$ cat src/rtl/apb_arb_master_if.sv
// APB bus bundle between the arbitrating master and the register slave.
//   PSEL, PENABLE, PWRITE : transfer controls, driven by the master
//   PADDR, PWDATA         : latched address / write data, driven by the master
//   PREADY, PRDATA        : slave handshake and read data, driven by the slave
interface apb_arb_master_if #(
  parameter int ADDR_W = 32,
  parameter int DATA_W = 32
);
  logic              PSEL;
  logic              PENABLE;
  logic              PWRITE;
  logic [ADDR_W-1:0] PADDR;
  logic [DATA_W-1:0] PWDATA;
  logic              PREADY;
  logic [DATA_W-1:0] PRDATA;

  modport master (
    output PSEL, PENABLE, PWRITE, PADDR, PWDATA,
    input  PREADY, PRDATA
  );

  modport slave (
    input  PSEL, PENABLE, PWRITE, PADDR, PWDATA,
    output PREADY, PRDATA
  );
endinterface

$ cat src/rtl/apb_arb_master.sv
// Two-requester APB master with round-robin arbitration and a bounded
// PREADY timeout.
//   PCLK, PRESETn          : clock, asynchronous active-low reset
//   reqN/wrN/addrN/wdataN  : held command from requester N (N = 0, 1)
//   doneN                  : one-cycle completion pulse to requester N
//   errN                   : one-cycle timeout flag, coincident with doneN
//   rdataN                 : read data, held until the next doneN
//   apb                    : APB master side (PSEL/PENABLE/PWRITE/PADDR/PWDATA
//                            out, PREADY/PRDATA in)
module apb_arb_master #(
  parameter int ADDR_W  = 32,
  parameter int DATA_W  = 32,
  parameter int TIMEOUT = 16
) (
  input  logic              PCLK,
  input  logic              PRESETn,
  input  logic              req0,
  input  logic              req1,
  input  logic              wr0,
  input  logic              wr1,
  input  logic [ADDR_W-1:0] addr0,
  input  logic [ADDR_W-1:0] addr1,
  input  logic [DATA_W-1:0] wdata0,
  input  logic [DATA_W-1:0] wdata1,
  output logic              done0,
  output logic              done1,
  output logic              err0,
  output logic              err1,
  output logic [DATA_W-1:0] rdata0,
  output logic [DATA_W-1:0] rdata1,
  apb_arb_master_if.master  apb
);

  localparam int CNT_W = $clog2(TIMEOUT);
  localparam logic [CNT_W-1:0] CNT_LAST = CNT_W'(TIMEOUT - 1);

  typedef enum logic [1:0] {IDLE = 2'd0, SETUP = 2'd1, ACCESS = 2'd2} state_t;

  state_t            state_q, state_d;
  logic              grant_q, grant_d;
  logic              last_grant_q, last_grant_d;
  logic [CNT_W-1:0]  wait_cnt_q, wait_cnt_d;
  logic              psel_q, psel_d;
  logic              penable_q, penable_d;
  logic              pwrite_q, pwrite_d;
  logic [ADDR_W-1:0] paddr_q, paddr_d;
  logic [DATA_W-1:0] pwdata_q, pwdata_d;
  logic              done0_q, done0_d, done1_q, done1_d;
  logic              err0_q, err0_d, err1_q, err1_d;
  logic [DATA_W-1:0] rdata0_q, rdata0_d, rdata1_q, rdata1_d;

  logic              elig0, elig1, pick;
  logic              timeout_hit, xfer_end;
  logic [DATA_W-1:0] rd_val;

  // A requester is ignored in its own done cycle so a still-held req is not
  // mistaken for a new command.
  assign elig0 = req0 & ~done0_q;
  assign elig1 = req1 & ~done1_q;
  // Contest goes to the requester that was not served last.
  assign pick  = (elig0 & elig1) ? ~last_grant_q : elig1;

  assign timeout_hit = ~apb.PREADY & (wait_cnt_q == CNT_LAST);
  assign xfer_end    = apb.PREADY | timeout_hit;
  // Aborted reads return zero.
  assign rd_val      = apb.PREADY ? apb.PRDATA : '0;

  always_ff @(posedge PCLK or negedge PRESETn) begin
    if (!PRESETn) begin
      state_q      <= IDLE;
      grant_q      <= 1'b0;
      last_grant_q <= 1'b1;
      wait_cnt_q   <= '0;
      psel_q       <= 1'b0;
      penable_q    <= 1'b0;
      pwrite_q     <= 1'b0;
      paddr_q      <= '0;
      pwdata_q     <= '0;
      done0_q      <= 1'b0;
      done1_q      <= 1'b0;
      err0_q       <= 1'b0;
      err1_q       <= 1'b0;
      rdata0_q     <= '0;
      rdata1_q     <= '0;
    end else begin
      state_q      <= state_d;
      grant_q      <= grant_d;
      last_grant_q <= last_grant_d;
      wait_cnt_q   <= wait_cnt_d;
      psel_q       <= psel_d;
      penable_q    <= penable_d;
      pwrite_q     <= pwrite_d;
      paddr_q      <= paddr_d;
      pwdata_q     <= pwdata_d;
      done0_q      <= done0_d;
      done1_q      <= done1_d;
      err0_q       <= err0_d;
      err1_q       <= err1_d;
      rdata0_q     <= rdata0_d;
      rdata1_q     <= rdata1_d;
    end
  end

  always_comb begin
    state_d = state_q;
    case (state_q)
      IDLE:    if (elig0 | elig1) state_d = SETUP;
      SETUP:   state_d = ACCESS;
      ACCESS:  if (xfer_end) state_d = IDLE;
      default: state_d = IDLE;
    endcase
  end

  // Next values of every registered output; bus address/data and rdata hold
  // unless explicitly updated.
  always_comb begin
    grant_d      = grant_q;
    last_grant_d = last_grant_q;
    wait_cnt_d   = wait_cnt_q;
    psel_d       = psel_q;
    penable_d    = penable_q;
    pwrite_d     = pwrite_q;
    paddr_d      = paddr_q;
    pwdata_d     = pwdata_q;
    done0_d      = 1'b0;
    done1_d      = 1'b0;
    err0_d       = 1'b0;
    err1_d       = 1'b0;
    rdata0_d     = rdata0_q;
    rdata1_d     = rdata1_q;
    case (state_q)
      IDLE: begin
        if (elig0 | elig1) begin
          grant_d   = pick;
          psel_d    = 1'b1;
          penable_d = 1'b0;
          pwrite_d  = pick ? wr1    : wr0;
          paddr_d   = pick ? addr1  : addr0;
          pwdata_d  = pick ? wdata1 : wdata0;
        end
      end
      SETUP: begin
        penable_d  = 1'b1;
        wait_cnt_d = '0;
      end
      ACCESS: begin
        if (xfer_end) begin
          psel_d       = 1'b0;
          penable_d    = 1'b0;
          last_grant_d = grant_q;
          if (grant_q) begin
            done1_d = 1'b1;
            err1_d  = timeout_hit;
            if (!pwrite_q) rdata1_d = rd_val;
          end else begin
            done0_d = 1'b1;
            err0_d  = timeout_hit;
            if (!pwrite_q) rdata0_d = rd_val;
          end
        end else begin
          // Abort happens at CNT_LAST, so the increment never wraps.
          wait_cnt_d = wait_cnt_q + CNT_W'(1);
        end
      end
      default: ;
    endcase
  end

  assign apb.PSEL    = psel_q;
  assign apb.PENABLE = penable_q;
  assign apb.PWRITE  = pwrite_q;
  assign apb.PADDR   = paddr_q;
  assign apb.PWDATA  = pwdata_q;
  assign done0       = done0_q;
  assign done1       = done1_q;
  assign err0        = err0_q;
  assign err1        = err1_q;
  assign rdata0      = rdata0_q;
  assign rdata1      = rdata1_q;

endmodule

$ cat src/flat_wrapper.sv
// flat-port wrapper written by rule: the top's interface ports become plain ports
module apb_arb_master_flat 
#(
  parameter int ADDR_W  = 32,
  parameter int DATA_W  = 32,
  parameter int TIMEOUT = 16
)
  (PCLK, PRESETn, req0, req1, wr0, wr1, addr0, addr1, wdata0, wdata1, done0, done1, err0, err1, rdata0, rdata1, apb_PSEL, apb_PENABLE, apb_PWRITE, apb_PADDR, apb_PWDATA, apb_PREADY, apb_PRDATA);
  apb_arb_master_if #(.ADDR_W(ADDR_W), .DATA_W(DATA_W)) apb_i ();
  input  logic PCLK;
  input  logic PRESETn;
  input  logic req0;
  input  logic req1;
  input  logic wr0;
  input  logic wr1;
  input  logic [ADDR_W-1:0] addr0;
  input  logic [ADDR_W-1:0] addr1;
  input  logic [DATA_W-1:0] wdata0;
  input  logic [DATA_W-1:0] wdata1;
  output logic done0;
  output logic done1;
  output logic err0;
  output logic err1;
  output logic [DATA_W-1:0] rdata0;
  output logic [DATA_W-1:0] rdata1;
  output wire logic [$bits(apb_i.PSEL)-1:0] apb_PSEL;
  output wire logic [$bits(apb_i.PENABLE)-1:0] apb_PENABLE;
  output wire logic [$bits(apb_i.PWRITE)-1:0] apb_PWRITE;
  output wire logic [$bits(apb_i.PADDR)-1:0] apb_PADDR;
  output wire logic [$bits(apb_i.PWDATA)-1:0] apb_PWDATA;
  input wire logic [$bits(apb_i.PREADY)-1:0] apb_PREADY;
  input wire logic [$bits(apb_i.PRDATA)-1:0] apb_PRDATA;
  assign apb_PSEL = apb_i.PSEL;
  assign apb_PENABLE = apb_i.PENABLE;
  assign apb_PWRITE = apb_i.PWRITE;
  assign apb_PADDR = apb_i.PADDR;
  assign apb_PWDATA = apb_i.PWDATA;
  assign apb_i.PREADY = apb_PREADY;
  assign apb_i.PRDATA = apb_PRDATA;
  apb_arb_master #(.ADDR_W(ADDR_W), .DATA_W(DATA_W), .TIMEOUT(TIMEOUT)) u_core (.PCLK(PCLK), .PRESETn(PRESETn), .req0(req0), .req1(req1), .wr0(wr0), .wr1(wr1), .addr0(addr0), .addr1(addr1), .wdata0(wdata0), .wdata1(wdata1), .done0(done0), .done1(done1), .err0(err0), .err1(err1), .rdata0(rdata0), .rdata1(rdata1), .apb(apb_i));
endmodule
$ cat config.mk
export PLATFORM = sky130hd
export DESIGN_NAME = apb_arb_master_flat
export DESIGN_NICKNAME = d
export VERILOG_FILES = /design/src/rtl/apb_arb_master_if.sv /design/src/rtl/apb_arb_master.sv /design/src/flat_wrapper.sv
export SDC_FILE = /design/constraint.sdc
export NUM_CORES = 1
export LEC_CHECK = 0
export ABC_CLOCK_PERIOD_IN_PS = 5400
export CORE_ASPECT_RATIO = 0.8
export CORE_MARGIN = 5
export CORE_UTILIZATION = 48
export CTS_BUF_LIST = sky130_fd_sc_hd__clkbuf_4
export DETAILED_ROUTE_END_ITERATION = 10
export GPL_TIMING_DRIVEN = 1
export PLACE_DENSITY = 0.94
export SYNTH_ARGS = -nofsm -noshare
export SYNTH_HDL_FRONTEND = slang
export SYNTH_SLANG_ARGS = --single-unit
$ cat constraint.sdc
create_clock -name PCLK -period 5.4 [get_ports PCLK]
set_input_delay 1.08 -clock PCLK [delete_from_list [all_inputs] [get_ports PCLK]]
set_output_delay 1.08 -clock PCLK [all_outputs]
set_load 0.01 [all_outputs]
==> impl_metrics.yaml, run 1 <==
outcome:
  status: "completed"
logic_synthesis:
  syn_nets: 787
  synthTopCellsByCount: "142 x dfrtp_1, 68 x o21ai_0, 66 x and3b_1"
  yosysWarnings: 0
  synthTopCellsByArea: "dfrtp_1 49%, and3b_1 8.0%, a221oi_1 7.8%"
  syn_inst: 619
  ys_seq_area_share_pct: 49.2
  async_flop_share_pct: 100
  yosysMostFrequentCell: "dfrtp_1"
  syn_area_per_cell_um2: 11.7
  synthDominantCellAreaShare_pct: 48.9
  ys_types: 40
  synth_seq_cells: 143
  syn_area_um2: 7270
  synth_top_area_cell: "dfrtp_1"
  ys.flop_type: "dfrtp_1"
  synth-edff-count: 0
global_routing:
  antenna_found_initial: 1
  grt_pass1_vias: 6508
  grt_usage_pct: 26.6
  overflow: 0
  grt_pass1_wl_um: 37200
  grt_max_degree: 124
place:
  place_congestion: 0.890
  dp_hpwl_um: 16000
  place_area_um2: 10300
  io_buffers: 301
  dpl.cell_count: 1046
timing:
  slew_viol_final: 0
  finalSetupViolCount: 0
  fin_skew_ns: 0.0121
  period_share_pct: 58.4
  max_slew.worst_pin.slew_ns: 1.15
  max_freq_mhz: 317
  fin_crit_ns: 3.15
  finalSetupTns_ns: 0
  slew_headroom_pct: 23.5
  finalHoldViolations: 0
  rsz0062_at_grt: "no"
  holdWs_ns: 0.507
setup_path:
  path_class: "register to output port"
  crit_path_max_incr_delay_ns: 0.85
  critical_path.cell_chain: "clkdlybuf4s50_1"
  cp.required_ns: 4.32
  cp_max_fo: 26
  crit_buf_inv: 1
  cp-end-kind: "output port"
  setup.worst_path.start_class: "register"
  crit_slowest_cell: "dfrtp_1"
  crit_family: "flip-flops"
  critPathArrivalTime_ns: 2.07
clocking:
  path_clk_slew_ns: 0.13
  postCtsHoldBufs: 0
  h-tree-depth: 4
  cts.sinks: 143
  post-cts-setup-buffer-count: 0
  cts_max_path_buffers: 2
  cts_root_buf: "clkbuf_4"
  cts.repair.resized: 0
  cts_made_buffers: 17
  clk_latency_ns: 0.54
  tritoncts: "built"
detailed_routing:
  routedWlPerCell_um: 22.2
  routed_wl_um: 23900
  drtIter0Drc: 536
  viasPerCell: 5.93
  drtAntennaViolNets: 0
  vias: 6388
  firstDrtPassIters: 6
  drc: 0
power_and_ir_drop:
  internal_power_mw: 3.34
  power_switching_mw: 1.87
  seq_power_share_pct: 35.4
  swShare_pct: 36.0
  power_density_nw_per_um2: 493
  p_leak_nw: 4.56
  pwr-share-clk_pct: 13.7
  combPwrFrac_pct: 50.9
  ir_drop_mv: 0.230
cells_and_area:
  final_cell_count_no_fill: 1078
  synthToLayoutAreaGrowth_pct: 45.3
  drive_above_1_share_pct: 9.57
  final_area_um2: 10600
  nets: 1044
hold_path:
  worstHoldPathType: "register to register"
floorplan:
  fp.dieW_um: 148
  top_level_ports: 302
  start_util_pct: 48.6
  die_area_um2: 17700
  rows: 40
  die_h_um: 120
  coreArea_um2: 15000
run:
  cap_viol_max_count: 0
-- through the flow --
step / utilization [%] / total power, mW / worst slack, ns
after floorplan: - / 3.15 / 3.06
after global placement: 68.7 / 4.43 / 1.96
after detailed placement: 68.7 / 4.51 / 1.87
after CTS: 70.6 / 5.24 / 2.20
after global routing: 70.6 / 5.50 / 2.09
final: 70.6 / 5.21 / 2.25
-- registers in the layout, summed over array words and instances, names as in the netlist --
signal / cells
u_core.apb.PADDR: 32
u_core.apb.PENABLE: 1
u_core.apb.PSEL: 1
u_core.apb.PWDATA: 32
u_core.apb.PWRITE: 1
u_core.done0: 1
u_core.done1: 1
u_core.err0: 1
u_core.err1: 1
u_core.grant_q: 1
u_core.last_grant_q: 1
u_core.rdata0: 32
u_core.rdata1: 32
u_core.state_q: 2
u_core.wait_cnt_q: 4
-- final cells by class --
cell class	count	area (µm²)
multi-input cells	396	3340
diodes	1	2.50
well taps	189	236
fillers	1078	4400
flip-flops and latches	143	3580
clock inverters	14	159
inverters	5	18.8
repair buffers	313	3100
clock buffers	17	128
-- logic make-up after synthesis --
group           synth area share [%]
compound gates                  21.3
fa+ha+maj                      0.172
buf+inv                         4.92
flops                           49.2
mux                             11.8
simple gates                    12.6
-- per-layer routing --
| metal | share of wire [%] | up-vias | global-route usage, % |
|---|---|---|---|
| met5 | 0 | - | 0 |
| met4 | 2.0 | 0 | 7.16 |
| met3 | 8.3 | 40 | 6.91 |
| met2 | 50 | 294 | 43.9 |
| met1 | 40 | 3163 | 35.0 |
| li1 | - | 2891 | - |
-- cells in the final DEF, fill, tap and decap left out, drive strengths merged, types with 14 or more instances in the layout --
| master | netlist | final |
|---|---|---|
| buf | 15 | 14 |
| mux2 | 65 | 65 |
| a2bb2oi | 65 | 65 |
| and2 | 33 | 33 |
| clkdlybuf4s50 | 0 | 299 |
| dfrtp | 142 | 142 |
| clkbuf | 60 | 17 |
| a221oi | 65 | 65 |
| o21ai | 68 | 68 |
| and3b | 66 | 66 |
-- power by group through the flow --
stage | combinational [mW] | sequential [mW] | clock (mW)
floorplan | 1.14 | 2.01 | 0
global placement | 2.60 | 1.84 | 0
detailed placement | 2.66 | 1.85 | 0
CTS | 2.67 | 1.84 | 0.727
global route | 2.82 | 1.90 | 0.777
finish | 2.65 | 1.84 | 0.714
-- worst paths after layout --
| kind | startpoint | to | slack [ns] | cells past startpoint |
|---|---|---|---|---|
| max in group asynchronous | PRESETn | u_core.apb.PWDATA[19]$_DFFE_PN0P_ | 3.63 | 2 |
| min in group asynchronous | PRESETn | u_core.rdata1[6]$_DFFE_PN0P_ | 0.62 | 1 |
| worst max register to register | u_core.done1$_DFF_PN0_ | u_core.apb.PWDATA[31]$_DFFE_PN0P_ | 2.66 | 4 |
| worst min register to register | u_core.rdata0[31]$_DFFE_PN0P_ | u_core.rdata0[31]$_DFFE_PN0P_ | 0.51 | 1 |
| worst min-delay path | u_core.rdata0[31]$_DFFE_PN0P_ | u_core.rdata0[31]$_DFFE_PN0P_ | 0.51 | 1 |
| worst max-delay path | u_core.done1$_DFF_PN0_ | done1 | 2.25 | 1 |
Power figures use the tool's default switching activity.
==> inputs of run 2 (changes only) <==
- ABC_CLOCK_PERIOD_IN_PS: 5400 -> 2550
- CORE_UTILIZATION: 48 -> 40
- PLACE_DENSITY: 0.94 -> 0.85
- clock period: 5.4 -> 2.55 ns (I/O delays scaled with it)
==> impl_metrics.yaml, run 2 (synthesis gave the netlist of run 1 again) <==
place:
  io_buffers: 301
  dp_hpwl_um: 16500
  place_congestion: 0.837
setup_path:
  path_class: "register to output port"
  critical_path.cell_chain: "buf_6 > clkdlybuf4s50_1"
  cp.required_ns: 2.04
  crit_family: "buffers and inverters"
  cp_max_fo: 22
  critPathArrivalTime_ns: 1.86
  crit_path_max_incr_delay_ns: 0.56
  setup.worst_path.start_class: "register"
  crit_slowest_cell: "clkdlybuf4s50_1"
  cp-end-kind: "output port"
  crit_buf_inv: 2
cells_and_area:
  synthToLayoutAreaGrowth_pct: 48.4
  fillCellCount: 1464
  final_core_util_pct: 59.9
  multiInputGateArea_um2: 3340
  layout_commonest_cell: "clkdlybuf4s50_1"
  nets: 1052
  regArea_um2: 3580
  drive_above_1_share_pct: 10.6
  final_cell_mix: "299 x clkdlybuf4s50_1, 141 x dfrtp_1, 68 x o21ai_0"
clocking:
  clk_latency_ns: 0.56
  path_clk_slew_ns: 0.15
  cts_root_buf: "clkbuf_4"
  tritoncts: "built"
  post-cts-setup-buffer-count: 0
  cts_made_buffers: 17
  cts_max_path_buffers: 2
  h-tree-depth: 4
  cts.sinks: 143
timing:
  finalSetupViolCount: 0
  rsz0062_at_grt: "no"
  fin_crit_ns: 2.37
  finalSetupTns_ns: 0
  period_share_pct: 92.9
  finalHoldViolations: 0
  max_freq_mhz: 422
  slew_headroom_pct: 54.3
  slew_viol_final: 0
  max_slew.worst_pin.slew_ns: 0.686
  fin_skew_ns: 0.0266
floorplan:
  top_level_ports: 302
  coreArea_um2: 18000
  die_h_um: 131
  start_util_pct: 40.4
  rows: 44
  fp.dieW_um: 161
  die_area_um2: 21000
power_and_ir_drop:
  ir_drop_mv: 0.457
  p_leak_nw: 4.64
  power_density_nw_per_um2: 1020
  p_total_mw: 11.1
detailed_routing:
  drtIter0Drc: 506
  routedWlPerCell_um: 21.5
  viasPerCell: 5.75
  vias: 6508
  firstDrtPassIters: 6
  drtAntennaViolNets: 0
  routed_wl_um: 24300
  drc: 0
global_routing:
  grt_pass1_wl_um: 37400
  grt_max_degree: 66
  grt_usage_pct: 22.4
  grt_pass1_vias: 6565
  antenna_found_initial: 2
  overflow: 0
outcome:
  status: "completed"
run:
  cap_viol_max_count: 0
hold_path:
  worstHoldPathType: "primary input to async pin"
==> run 2: cell count changes in the layout (fill, tap and decap cells not counted), moves of 2 or more <==
cell,before,now
diode_2,1,4
bufinv_16,2,0
buf_12,0,8
buf_4,12,10
clkinv_8,0,3
==> run 2: worst paths after layout <==
check	startpoint	to	slack, ns	cells after the start
setup reg to reg	u_core.wait_cnt_q[0]$_DFFE_PN0P_	u_core.rdata1[11]$_DFFE_PN0P_	0.36	5
max in group asynchronous	PRESETn	u_core.apb.PWDATA[24]$_DFFE_PN0P_	1.37	3
hold reg to reg	u_core.rdata0[12]$_DFFE_PN0P_	u_core.rdata0[12]$_DFFE_PN0P_	0.51	1
hold / removal	PRESETn	u_core.apb.PADDR[14]$_DFFE_PN0P_	0.49	2
setup / recovery	u_core.done1$_DFF_PN0_	done1	0.18	2
min in group PCLK	wdata0[12]	u_core.apb.PWDATA[12]$_DFFE_PN0P_	0.50	3
==> run 2: timing repair <==
action	CTS	global route
gates resized for setup	0	1
endpoints found under the hold margin	59	0
endpoints found under the setup margin	0	1
hold buffers	1	0
==> run 2: metal layers <==
layer	GRT usage, %	part of all wire [%]
met1	29.6	43
met2	36.1	48
met3	5.39	5.8
met4	8.68	3.2
met5	0	0
==> run 2: final cells by class <==
cell class	count	share of cell area, %
Timing Repair Buffer	321	30.3
Inverter	5	0.174
Clock inverter	15	1.41
Clock buffer	17	1.18
Sequential cell	143	33.2
Tap cell	230	2.67
Multi-Input combinational cell	396	31.0
Antenna cell	4	0.0928
==> run 2: power breakdown <==
part	internal, mW	total (mW)	switching, mW	leakage [nW]
Clock	0.437	1.43	0.993	0.146
Combinational	3.27	5.76	2.49	2.74
Sequential	3.26	3.87	0.608	1.75
==> run 2: per-stage QoR <==
stage	hold slack (ns)	cell area [µm²]	std cells	setup WS [ns]
floorplan	0.214	7270	619	0.639
global placement	0.474	10500	1094	0.0753
detailed placement	0.481	10500	1094	0.0535
CTS	0.449	10800	1127	0.0532
global route	0.457	10800	1129	0.0638
finish	0.494	10800	1131	0.182
